--- src/rtl/decrement_circuit_seq.sv ---
// Multi-cycle decrement of a WIDTH-bit operand, one 4-bit slice per cycle,
// with a borrow chain that can terminate early once the running borrow clears.
module decrement_circuit_seq #(
  parameter int WIDTH      = 16,
  parameter bit EARLY_EXIT = 1'b1
) (
  input  logic             clk,
  input  logic             rst,
  input  logic             in_valid,
  output logic             in_ready,
  input  logic [WIDTH-1:0] operand,
  input  logic             bin,
  input  logic             bprev,
  output logic             out_valid,
  input  logic             out_ready,
  output logic [WIDTH-1:0] result,
  output logic             borrow
);

  localparam int N  = WIDTH / 4;
  localparam int IW = (N > 1) ? $clog2(N) : 1;
  localparam logic [IW-1:0] LAST = IW'(N - 1);

  // PREP is the one-cycle load stage between accept and the first slice,
  // so DONE is entered 1+m edges after the accepting edge.
  typedef enum logic [1:0] {IDLE, PREP, RUN, DONE} state_t;

  state_t           state, state_next;
  logic [WIDTH-1:0] op_q, op_new;
  logic [IW-1:0]    idx;
  logic             b, bprev_q;
  logic [3:0]       slice, res_slice;
  logic             b_next, finish;

  always_comb begin
    slice     = op_q[{idx, 2'b00} +: 4];
    res_slice = slice - {3'b000, b};
    b_next    = b & (slice == 4'h0);
    finish    = (idx == LAST) || (EARLY_EXIT && !b_next);
    op_new    = op_q;
    op_new[{idx, 2'b00} +: 4] = res_slice;
  end

  always_comb begin
    state_next = state;
    unique case (state)
      IDLE: if (in_valid)  state_next = PREP;
      PREP:                state_next = RUN;
      RUN:  if (finish)    state_next = DONE;
      DONE: if (out_ready) state_next = IDLE;
      default:             state_next = IDLE;
    endcase
  end

  assign in_ready  = (state == IDLE);
  assign out_valid = (state == DONE);

  always_ff @(posedge clk or posedge rst) begin
    if (rst) begin
      state   <= IDLE;
      op_q    <= '0;
      idx     <= '0;
      b       <= 1'b0;
      bprev_q <= 1'b0;
      result  <= '0;
      borrow  <= 1'b0;
    end else begin
      state <= state_next;
      unique case (state)
        IDLE: begin
          if (in_valid) begin
            op_q    <= operand;
            b       <= bin;
            bprev_q <= bprev;
            idx     <= '0;
          end
        end
        RUN: begin
          op_q <= op_new;
          b    <= b_next;
          if (finish) begin
            // Untouched upper slices of op_new already hold the operand bits.
            result <= op_new;
            borrow <= bprev_q | b_next;
          end else begin
            idx <= idx + 1'b1;
          end
        end
        default: ;
      endcase
    end
  end

endmodule
--- config.mk ---
export PLATFORM = sky130hd
export DESIGN_NAME = decrement_circuit_seq
export DESIGN_NICKNAME = d
export VERILOG_FILES = /design/src/rtl/decrement_circuit_seq.sv
export SDC_FILE = /design/constraint.sdc
export NUM_CORES = 1
export LEC_CHECK = 0
export BUFFER_PORTS_ARGS = -buffer_cell sky130_fd_sc_hd__buf_4
export CORE_ASPECT_RATIO = 1.1
export CORE_UTILIZATION = 55
export DETAILED_ROUTE_END_ITERATION = 8
export PLACE_DENSITY = 0.89
export SLEW_MARGIN = 20
export SYNTH_ARGS = -nofsm -noshare
export SYNTH_HDL_FRONTEND = slang
export SYNTH_SLANG_ARGS = --single-unit
--- constraint.sdc ---
create_clock -name clk -period 2.8 [get_ports clk]
set_clock_uncertainty 0.15 [all_clocks]
set_input_delay 0.56 -clock clk [delete_from_list [all_inputs] [get_ports clk]]
set_output_delay 0.56 -clock clk [all_outputs]
set_load 0.01 [all_outputs]
==> impl_results.md <==
* Status: finished, final reports clean
* RSZ-0062 raised after global routing: no
* Worst-Margin Slew at 0.788 ns
* Hold slack at 0.238 ns
* Num Clock Sinks at 39
* Final Hold Vio Count at 0
* Dominant cells by area after synthesis: dfrtp_1 42%, ha_1 5.9%, mux2_2 5.8%
* Critical Path Source: idx[1]$_DFFE_PP0P_
* Worst hold path type: input port to asynchronous set/reset pin
* GRT overflow at 0
* Antenna-violating nets left at 0
* Post-Route Utilization at 70.3%
* Max stage delay on crit path at 0.62 ns
* Worst path cell trace: mux2_2 -> mux2_2 -> o41ai_4 -> buf_4 -> mux2_1
* Via density at 5.85
* Maximum clock rate at 0.391 GHz
* Final setup viols at 0
* Number of antenna violations at the first check in global routing at 0
* Ports at 41
* CTS buffer count at 5
* Max-slew violations at 0
* Clock power share at 12.5%
* Gpl congestion at 0.974
* Die W at 64.0 um
* Int Power at 0.00185 W
* Area share of the largest cell type after synthesis at 42.0%
* Core Rows at 24
* WL final at 5.68 mm
* Family with the most delay on the worst path: multiplexers
* TritonRoute pass-1 iters at 4
* Max Root-Sink Buffers at 2
* Switching Power at 0.00143 W
* Vias in the first global route at 1988
* Synthesized area at 2320 um^2
* CP max stage cell: dfrtp_1
* Postcts setup bufs at 0
* Initial DRC Count at 136
* Critical setup path kind: register to register
* Fin crit share at 91.3%
* Ant. Diodes at 0
* CP required at 2.82 ns
* Startpoint Class: register
* Largest net degree at the start of global routing at 40
* Post-route minimum period at 2.56 ns
* Post-synth net total at 270
* Worst Setup End Kind: register
* Power, Total at 0.00328 W
* Synth area leader: dfrtp_1
* Insertion delay to the later sink of the worst-skew pair at 0.29 ns
* Die height at 70.2 um
* Crit-path max FO at 12
* Gate power share at 57.3%
* Power Dens Cells at 1170 nW/um^2
* CTS tree: done
* Post-synthesis sequential area ratio at 42.0%
* First-pass GRT wire length at 9.65 mm
* # hold bufs at CTS at 0
* Final cell count without fillers at 337
* WP data arrival at 2.58 ns
* Library cells used by synthesis at 34
* Clock-pin transition on the worst setup and hold timing paths at 0.07 ns
* Syn Area/Cell at 9.80 um^2
* Post-DP HPWL at 4.09 mm
* R2r setup slk at 0.24 ns
* H-tree depth at 2
* Worst vdd ir at 800 uV
* Max_cap viols at 0
* Post-CTS Resized at 0
* Critical R2R Capture: result[9]$_DFFE_PP0P_
* CTS root buf: clkbuf_8
* Area Overhead vs Synth at 20.9%
* Ys async rst share at 100%
* Synth warn at 0
* Relative slew slack at 47.1%
* Starting Density at 58.1%
* Reg power frac at 30.2%
* Nets at 317
* GRT Total Usage at 28.7%
* Critical path's most frequent cell: mux2_2
* Sw frac at 43.5%
* Top FF cell, synth: dfrtp_1
* Layout cell share with drive strength beyond 1 at 26.0%
* Vias at 1971
* EDFF count, synth at 0
* Leak at 1.30 nW
* Worst Reg-to-Reg Cells at 5
* WP buf/inv at 1
* Setup tns final at 0 ns
* Port bufs at 40
* Reg2reg start: idx[1]$_DFFE_PP0P_
* Full die area at 4490 um^2
* WL/cell at 16.9 um
* Drt drc at 0
* Core Area at 3990 um^2
* Inst Count DP at 329
* Yosys reg bits at 39
* Post-synthesis cell count at 237
-- power by group through the flow --
| stage | clock network [W] | registers [W] | logic (W) |
|---|---|---|---|
| 2_1_floorplan | 0 | 0.000963 | 0.00130 |
| 3_3_place_gp | 0 | 0.000983 | 0.00178 |
| 3_5_place_dp | 0 | 0.000995 | 0.00185 |
| 4_1_cts | 0.000419 | 0.000987 | 0.00187 |
| 5_1_grt | 0.000441 | 0.00102 | 0.00207 |
| 6_report | 0.000411 | 0.000990 | 0.00188 |
-- logic make-up (layout without fill, tap and decap cells) --
| logic type | after synthesis | in the layout | share of synthesized area, % |
|---|---|---|---|
| and+or+nand+nor | 70 | 70 | 17.0 |
| AOI/OAI and AO/OA | 62 | 62 | 16.0 |
| DFF | 39 | 39 | 42.0 |
| muxes | 27 | 27 | 13.5 |
| buffers and inverters | 27 | 75 | 5.17 |
| adders and majority gates | 11 | 11 | 5.93 |
| xor gates and xnor gates | 1 | 1 | 0.377 |
-- stage by stage --
stage / setup WS, ns / cell area, um^2
after floorplan: 0.166 / 2320
after detailed placement: 0.279 / 2710
after CTS: 0.246 / 2810
final: 0.245 / 2810
after global routing: 0.0962 / 2810
after global placement: 0.357 / 2710
-- worst max path at each step --
stage	to	slack, ns	depth (start not counted)
after floorplan	result[12]$_DFFE_PP0P_	0.17	6
after global placement	result[4]$_DFFE_PP0P_	0.36	5
after global routing	op_q[11]$_DFFE_PP0P_	0.1	7
after CTS	result[12]$_DFFE_PP0P_	0.25	5
final	result[9]$_DFFE_PP0P_	0.24	5
after detailed placement	result[9]$_DFFE_PP0P_	0.28	5
-- sequential cells by signal, indices dropped and copies added (netlist names) --
signal   flops
state        2
b            1
idx          2
op_q        16
borrow       1
result      16
bprev_q      1
-- cell type report --
type	count	area [um^2]
well taps	52	65.1
inverters	17	63.8
multi-input cells	171	1230
fillers	293	1190
flip-flops and latches	39	976
clock buffers	8	100
repair buffers	50	375
-- synthesized netlist by cell type (all sizes together) (6+ instances only) --
library cell  instances
a21oi                18
clkbuf                6
dfrtp                39
ha                   11
inv                  17
mux2                 15
mux2i                10
nand2                30
nor2                  6
nor2b                 8
nor3b                 9
o21ai                26
o22ai                 9
-- worst min-delay path, cell delays in order --
cell,delay (ns)
buf_4,0.11
inv_1,0.04
buf_4,0.41
-- routing by layer --
layer	wire (um)	GRT usage [%]	vias up
li1	-	-	940
met1	2280	34.9	937
met2	2960	47.8	78
met3	287	5.88	16
met4	165	14.6	0
met5	0	0	-
-- cells in the final DEF (no fill, tap or decap), drive strengths merged, types with 2 or more instances in the layout --
cell	instances
ha	11
o21ai	26
nand2b	4
clkbuf	8
nand4	3
buf	50
nand4b	2
dfrtp	39
o22ai	9
nand2	30
a311oi	4
mux2	15
nor2b	8
nor4bb	3
inv	17
mux2i	10
a21oi	18
nor3b	9
mux4	2
o211ai	2
nor2	6
Note: power is estimated with default switching activity, not from simulation.
